`src/rtl/player_mover.sv`:
```
// player_mover: tick-driven player token controller that probes wall_check before committing a step.
// Optional goal detection / movement freeze is compiled in when PLAYER_GOAL_EN is defined.
module player_mover #(
  parameter int unsigned MAP_W       = 20,
  parameter int unsigned MAP_H       = 10,
  parameter int unsigned START_X     = 1,
  parameter int unsigned START_Y     = 1,
  parameter int unsigned MOVE_PERIOD = 4,
  parameter int unsigned GOAL_X      = 18,
  parameter int unsigned GOAL_Y      = 8
) (
  input  logic       clk,
  input  logic       rst,
  input  logic       tick,
  input  logic       btn_up,
  input  logic       btn_down,
  input  logic       btn_left,
  input  logic       btn_right,
  output logic [4:0] query_x,
  output logic [4:0] query_y,
  input  logic       is_wall,
  output logic [4:0] player_x,
  output logic [4:0] player_y,
  output logic       move_done,
  output logic       bump,
  output logic       at_goal
);

  localparam int unsigned POS_W  = 5;
  localparam int unsigned CAND_W = 6;
  localparam int unsigned CD_W   = 4;

  localparam logic signed [CAND_W-1:0] MAP_W_S = CAND_W'(MAP_W);
  localparam logic signed [CAND_W-1:0] MAP_H_S = CAND_W'(MAP_H);

  // Parameter sanity, caught at elaboration
  if (MOVE_PERIOD < 1 || MOVE_PERIOD > 15) begin : g_bad_period
    $error("player_mover: MOVE_PERIOD must be in 1..15");
  end
  if (MAP_W > 31 || MAP_H > 31 || START_X >= MAP_W || START_Y >= MAP_H) begin : g_bad_map
    $error("player_mover: map size or start tile out of range");
  end
  if (GOAL_X >= MAP_W || GOAL_Y >= MAP_H) begin : g_bad_goal
    $error("player_mover: goal tile out of range");
  end

  typedef enum logic [1:0] {
    IDLE    = 2'd0,
    CHECK   = 2'd1,
    RESOLVE = 2'd2
  } state_t;

  state_t state, state_nxt;

  logic [POS_W-1:0] player_x_nxt, player_y_nxt;
  logic [POS_W-1:0] query_x_nxt, query_y_nxt;
  logic [POS_W-1:0] cand_x, cand_y, cand_x_nxt, cand_y_nxt;
  logic             force_wall, force_wall_nxt;
  logic [CD_W-1:0]  cooldown, cooldown_nxt;
  logic             move_done_nxt, bump_nxt;
  logic             any_btn, in_bounds, wall_c, frozen;

  logic signed [CAND_W-1:0] step_x, step_y, try_x, try_y;

`ifdef PLAYER_GOAL_EN
  logic at_goal_nxt;
  logic goal_hit;

  assign goal_hit = (cand_x == POS_W'(GOAL_X)) && (cand_y == POS_W'(GOAL_Y));
  assign frozen   = at_goal;
`else
  assign at_goal = 1'b0;
  assign frozen  = 1'b0;
`endif

  assign any_btn = btn_up | btn_down | btn_left | btn_right;
  assign wall_c  = is_wall | force_wall;

  // Single direction chosen by fixed priority: up > down > left > right
  always_comb begin
    step_x = '0;
    step_y = '0;
    if (btn_up) begin
      step_y = CAND_W'(1);
    end else if (btn_down) begin
      step_y = -CAND_W'(1);
    end else if (btn_left) begin
      step_x = -CAND_W'(1);
    end else if (btn_right) begin
      step_x = CAND_W'(1);
    end
  end

  assign try_x     = $signed({1'b0, player_x}) + step_x;
  assign try_y     = $signed({1'b0, player_y}) + step_y;
  assign in_bounds = (try_x >= 0) && (try_x < MAP_W_S) &&
                     (try_y >= 0) && (try_y < MAP_H_S);

  // Next-state and registered-output logic
  always_comb begin
    state_nxt      = state;
    player_x_nxt   = player_x;
    player_y_nxt   = player_y;
    query_x_nxt    = query_x;
    query_y_nxt    = query_y;
    cand_x_nxt     = cand_x;
    cand_y_nxt     = cand_y;
    force_wall_nxt = force_wall;
    cooldown_nxt   = cooldown;
    move_done_nxt  = 1'b0;
    bump_nxt       = 1'b0;
`ifdef PLAYER_GOAL_EN
    at_goal_nxt    = at_goal;
`endif

    case (state)
      IDLE: begin
        query_x_nxt = player_x;
        query_y_nxt = player_y;
        if (tick && !frozen) begin
          if (!any_btn) begin
            cooldown_nxt = '0;
          end else if (cooldown != '0) begin
            cooldown_nxt = cooldown - CD_W'(1);
          end else begin
            cand_x_nxt     = try_x[POS_W-1:0];
            cand_y_nxt     = try_y[POS_W-1:0];
            force_wall_nxt = !in_bounds;
            // Off-map candidates never reach wall_check; the query stays on the player tile
            if (in_bounds) begin
              query_x_nxt = try_x[POS_W-1:0];
              query_y_nxt = try_y[POS_W-1:0];
            end
            state_nxt = CHECK;
          end
        end
      end

      CHECK: begin
        if (!wall_c) begin
          player_x_nxt  = cand_x;
          player_y_nxt  = cand_y;
          query_x_nxt   = cand_x;
          query_y_nxt   = cand_y;
          move_done_nxt = 1'b1;
`ifdef PLAYER_GOAL_EN
          if (goal_hit) begin
            at_goal_nxt = 1'b1;
          end
`endif
        end else begin
          query_x_nxt = player_x;
          query_y_nxt = player_y;
          bump_nxt    = 1'b1;
        end
        cooldown_nxt = CD_W'(MOVE_PERIOD - 1);
        state_nxt    = RESOLVE;
      end

      RESOLVE: begin
        query_x_nxt = player_x;
        query_y_nxt = player_y;
        state_nxt   = IDLE;
      end

      default: begin
        state_nxt = IDLE;
      end
    endcase
  end

  // State and output registers
  always_ff @(posedge clk) begin
    if (rst) begin
      state      <= IDLE;
      player_x   <= POS_W'(START_X);
      player_y   <= POS_W'(START_Y);
      query_x    <= POS_W'(START_X);
      query_y    <= POS_W'(START_Y);
      cand_x     <= POS_W'(START_X);
      cand_y     <= POS_W'(START_Y);
      force_wall <= 1'b0;
      cooldown   <= '0;
      move_done  <= 1'b0;
      bump       <= 1'b0;
`ifdef PLAYER_GOAL_EN
      at_goal    <= 1'b0;
`endif
    end else begin
      state      <= state_nxt;
      player_x   <= player_x_nxt;
      player_y   <= player_y_nxt;
      query_x    <= query_x_nxt;
      query_y    <= query_y_nxt;
      cand_x     <= cand_x_nxt;
      cand_y     <= cand_y_nxt;
      force_wall <= force_wall_nxt;
      cooldown   <= cooldown_nxt;
      move_done  <= move_done_nxt;
      bump       <= bump_nxt;
`ifdef PLAYER_GOAL_EN
      at_goal    <= at_goal_nxt;
`endif
    end
  end

endmodule
```
`config.mk`:
```
export PLATFORM = sky130hd
export DESIGN_NAME = player_mover
export DESIGN_NICKNAME = d
export VERILOG_FILES = /design/src/rtl/player_mover.sv
export SDC_FILE = /design/constraint.sdc
export NUM_CORES = 1
export LEC_CHECK = 0
export ABC_AREA = 1
export BUFFER_PORTS_ARGS = -buffer_cell sky130_fd_sc_hd__buf_2
export CORE_MARGIN = 4
export CORE_UTILIZATION = 55
export CTS_BUF_LIST = sky130_fd_sc_hd__clkbuf_8 sky130_fd_sc_hd__clkbuf_16
export DETAILED_ROUTE_END_ITERATION = 7
export GPL_TIMING_DRIVEN = 1
export MAX_ROUTING_LAYER = met4
export PLACE_DENSITY = 0.84
export SLEW_MARGIN = 20
export SYNTH_ARGS = -nofsm -noshare
export SYNTH_HDL_FRONTEND = slang
export SYNTH_SLANG_ARGS = --single-unit
```
`constraint.sdc`:
```
create_clock -name clk -period 4.5 [get_ports clk]
set_input_delay 0.225 -clock clk [delete_from_list [all_inputs] [get_ports clk]]
set_output_delay 0.225 -clock clk [all_outputs]
set_load 0.01 [all_outputs]
```
### Word level (Yosys, flattened, before mapping)

Index checks and enable logic that the tools add are counted.
Widths: inputs -> output; s select.

* flip-flop bits (word level): 39
* output and inout bits: 23

* equal/unequal tests: 6
* reduce and logical (&&, ||, !) cells: 12
* order comparisons: 4
* add/sub/neg operators: 3
* mux-type cells: 28
* bitwise logic cells: 6

Operators by type and width (number)
* $mux 5: 10
* $mux 6: 5
* $pmux 5 s3: 2
* $add 6x6->6: 2
* $ge 6x1->1 const B: 2
* $mux 4: 3
* $pmux 4 s2: 1
* $lt 6x5->1 const B: 1
* $lt 6x6->1 const B: 1
* $mux 2: 3
* $ne 2x2->1 const B: 3
* $reduce_and 3->1: 2
* $or 1x1->1: 4
* $pmux 2 s2: 1
* $reduce_and 4->1: 1
* $reduce_bool 4->1: 1
* $sub 4x1->4 const B: 1
* $logic_and 1x1->1: 3
* $mux 1: 3
* $ne 3x3->1 const B: 1
* $reduce_bool 3->1: 1
* $eq 2x1->1 const B: 1
* $eq 2x2->1 const B: 1
* $logic_not 2->1: 1
* 4 further kinds: 5

### Longest topological paths before layout

* depth in word-level cells: 14
* gate-level depth with buffers: 22

### Worst setup path after synthesis

Ideal clock, no wire load.

* kind: register -> register
* start: reg player_y[1]
* end: reg query_x[0]
* arrival time: 1.998 ns
* setup time: 0.115 ns
* stages on the path, launching flop included: 20
* required time: 4.385 ns
* path slack: 2.387 ns
* clock period less this slack: 2.113 ns
* cell sequence: dfxtp_1 -> nand3_2 -> nand2_1 -> inv_2 -> ha_1 -> inv_1 -> nand2_1 -> nand3_2 -> nand2_1 -> nand2_1 -> nand2_1 -> nor2_2 -> nand2_2 -> nor2_8 -> nand3_4 -> buf_6 -> o21ai_2 -> nand2_1 -> nand2_1 -> nand2_1

* longest elaborated chain between the ends: 9

RTL lines
* start: declaration: line 23 `output logic [4:0] player_y,`
* start signal: assignment: line 177 `player_y <= POS_W'(START_Y);`
* start signal: assignment: line 192 `player_y <= player_y_nxt;`
* $add 6x6->6 (*): line 95 `assign try_y = $signed({1'b0, player_y}) + step_y;`
* $ge 6x1->1: line 97 `(try_y >= 0) && (try_y < MAP_H_S);`
* $logic_and 1x1->1: line 96 `assign in_bounds = (try_x >= 0) && (try_x < MAP_W_S) &&`
* $logic_and 1x1->1 (*): line 97
* $mux 5 (*): line 130 `if (in_bounds) begin`
* $mux 5 (*): line 123 `end else if (cooldown != '0) begin`
* $mux 5 (*): line 121 `if (!any_btn) begin`
* $mux 5 (*): line 120 `if (tick && !frozen) begin`
* $pmux 5 s3 (*): line 116 `case (state)`
* end signal: assignment: line 178 `query_x <= POS_W'(START_X);`
* end signal: assignment: line 193 `query_x <= query_x_nxt;`
* end: declaration: line 19 `output logic [4:0] query_x,`

Every way passes the cells marked *; elsewhere a longest branch is shown, timed or not.
A chain may end at the register's enable or synchronous reset.

### Worst setup path in the final report

* start: reg player_y[1]
* end: reg query_y[0]

* longest elaborated chain between the ends: 9

RTL lines
* $add 6x6->6 (*): line 95
* $ge 6x1->1: line 97
* $logic_and 1x1->1: line 96
* $logic_and 1x1->1 (*): line 97
* $mux 5 (*): line 130
* $mux 5 (*): line 123
* $mux 5 (*): line 121
* $mux 5 (*): line 120
* $pmux 5 s3 (*): line 116
* end signal: assignment: line 179 `query_y <= POS_W'(START_Y);`
* end signal: assignment: line 194 `query_y <= query_y_nxt;`
* end: declaration: line 20 `output logic [4:0] query_y,`

Marks and branches as above.

==> run_results.csv <==
group,metric,value,unit
job,drv_cap,0,
logic_synthesis,yosys_warnings,0,
routing,wl,6.60,mm
final_layout,post-route-cell-area,0.00286,mm2
final_layout,drive_gt1_share,20.2,%
sta,tightest_slew,0.795,ns
die,die_x,77.2,um
routing,first_pass_iters,6,
routing,vias,2673,
die,rows,24,
logic_synthesis,synth_area_per_cell,6.65,um2
sta,worst_slack,2.13,ns
critical_path,start_kind,"flip-flop",
sta,rsz0062_at_grt,"no",
clocking,clock-sinks,39,
clocking,hold_buffers,0,
sta,drv_slew,0,
global_route,grt_pass1_wl,11.3,mm
logic_synthesis,synth.area.top_cells,"dfxtp_1 (30%), nand2_1 (12%), inv_1 (7.1%), a21oi_1 (6.8%), o21ai_0 (6.1%)",
critical_path,critical_path_class,"flip-flop to flip-flop",
place,place_ws,2.01,ns
routing,viasPerCell,5.66,
critical_path,r2r_setup_slack,2.13,ns
sta,setup-violations-final,0,
clocking,cts_tree,"yes",
die,die-area,0.00596,mm2
logic_synthesis,synth_edf_count,0,
power,switching_share,47.2,%
global_route,grt_max_degree,24,
worst_hold_path,hp-start,"is_wall",
logic_synthesis,synth_commonest_cells,"nand2_1 (82), inv_1 (50), dfxtp_1 (39), a21oi_1 (36), nor2_1 (34)",
logic_synthesis,syn_area,0.00263,mm2
logic_synthesis,yosysTopAreaCell,"dfxtp_1",
critical_path,endpoint_kind,"flip-flop",
clocking,cts_made_buffers,5,
routing,drtIter0Drc,200,
place,port_buffers,29,
sta,finalHoldViolCount,0,
place,place_area,0.00278,mm2
global_route,gr-total-overflow,0,
critical_path,endpoint,"query_y[0]",
power,power_frac_seq,34.0,%
sta,post-route-min-period,2.37,ns
sta,fin_crit_sh,52.6,%
clocking,insertion_delay,0.30,ns
critical_path,reg2reg_depth,19,
power,clkPwrFrac,14.3,%
place,place_congestion,0.948,
routing,drc,0,
power,switchingPower,0.000748,W
power,leakage,1.51,nW
final_layout,nFillCells,420,
clocking,h-tree-depth,2,
global_route,grt_usage,23.8,%
clocking,cts_setup_buffers,0,
power,max-vdd-ir-drop,0.000333,V
logic_synthesis,synth_ff_type,"dfxtp_1",
power,combPwrFrac,51.7,%
die,start_util,58.5,%
place,hpwl,4.88,mm
logic_synthesis,synthCells,396,
power,power_density,553,mW/mm2
clocking,root_buffer,"clkbuf_8",
critical_path,reg2reg_from,"player_y[1]",
routing,wl_per_cell,14.0,um
global_route,grt_pass1_vias,2606,
global_route,antenna_found_initial,0,
sta,fin_skew,0.00264,ns
critical_path,r2r_end,"query_y[0]",
power,internal-power,0.000837,W
logic_synthesis,syn_nets,415,
final_layout,syn2layout_area_growth,8.69,%
power,power,0.00158,W
die,die_h,77.2,um
sta,relSlewSlack,47.0,%
final_layout,fin_nets,438,
clocking,clk_path_buf_depth,2,
logic_synthesis,yosysMostFrequentCell,"nand2_1",
logic_synthesis,synth_top_area_share,29.6,%
logic_synthesis,yosysUniqueCellTypes,33,
routing,ant_nets,0,
logic_synthesis,synthArstFlopShare,0,%
sta,max_freq,0.422,GHz
sta,fin_tns_setup,0,ns
clocking,clkTransAtPathRegs,0.07,ns
logic_synthesis,synth_seq_cells,39,
final_layout,diodes,0,
critical_path,crit_path_max_fanout,13,
critical_path,startpoint,"player_y[1]",
die,core,0.00450,mm2
critical_path,cp.arrival,2.56,ns
sta,holdWs,0.291,ns
die,ioPinCount,31,
run_status,status,"completed",
logic_synthesis,synth.yosys.seq_area_share,29.6,%
clocking,post_cts_resized,0,
critical_path,critPathRequiredTime,4.69,ns
worst_hold_path,min-delay-path-class,"primary input to flip-flop",
per-layer routing:
| metal | track usage, % | vias to the layer above | routed length [um] |
|---|---|---|---|
| met5 | - | - | 0 |
| met3 | 4.10 | 34 | 433 |
| met1 | 26.6 | 1197 | 2660 |
| met2 | 39.6 | 109 | 3190 |
| met4 | 14.8 | 0 | 314 |
| li1 | - | 1333 | - |
cell type report:
cell class	instances	area, um2	share of cell area [%]
Tap cell	52	65.1	2.27
Clock buffer	5	68.8	2.40
Sequential cell	39	781	27.3
Clock inverter	3	12.5	0.437
Timing Repair Buffer	29	145	5.07
Inverter	57	219	7.65
Multi-Input combinational cell	287	1570	54.9
power groups by stage:
stage               Combinational, W  Sequential [W]  Clock [W]
floorplan                   0.000598        0.000552          0
global placement            0.000783        0.000539          0
detailed placement          0.000804        0.000544          0
CTS                         0.000810        0.000537   0.000231
global route                0.000925        0.000551   0.000246
finish                      0.000819        0.000538   0.000227
cell families after synthesis:
group | synth area share (%)
simple gates | 37.1
fa+ha+maj | 5.23
compound gates | 16.5
other cells | 0.142
flops | 29.6
xor+xnor | 0.618
buf+inv | 10.8
cells in the final DEF, fill, tap and decap left out, types with 2 or more instances in the layout:
cell      instances
a21oi_1          36
buf_2            29
clkbuf_8          5
dfxtp_1          39
ha_1             11
inv_1            52
inv_2             5
nand2_1          82
nand2_2          18
nand2_4           2
nand3_1          22
nand3_2          14
nand4_1           8
nor2_1           33
nor2_2            4
nor3_1            5
o211ai_1          6
o21ai_0          32
o21ai_1           3
o21ai_2           2
worst max-delay path, stage by stage (launching register included):
cell	delay, ns
dfxtp_1	0.36
inv_1	0.16
nand2_1	0.09
nand2_1	0.07
inv_2	0.05
ha_1	0.18
inv_1	0.06
nand2_1	0.08
nand3_2	0.10
nand2_1	0.05
nand2_1	0.07
nand2_1	0.08
nor2_2	0.10
nand2_2	0.09
nor2_8	0.17
nand3_4	0.20
o21ai_2	0.16
nand2_1	0.06
nand2_1	0.08
nand2_1	0.05
metrics by stage:
stage / instances / utilization (%)
2_1_floorplan: 396 / -
3_3_place_gp: 464 / 61.7
3_5_place_dp: 464 / 61.8
4_1_cts: 472 / 63.6
5_1_grt: 472 / 63.6
6_report: 472 / 63.6
worst min-delay path by stage:
stage | slack, ns | end | depth (start not counted)
5_1_grt | 0.32 | state[1] | 3
4_1_cts | 0.28 | bump | 3
6_report | 0.29 | bump | 3
2_1_floorplan | 0.37 | query_y[4] | 3
3_3_place_gp | 0.45 | cand_x[0] | 2
3_5_place_dp | 0.45 | cand_x[0] | 2
sequential cells by signal (all words and copies together) (netlist names):
signal	cells
query_y	5
state	2
player_y	5
cand_y	5
bump	1
query_x	5
move_done	1
cand_x	5
player_x	5
force_wall	1
cooldown	4
(Power assumes the default switching activity.)
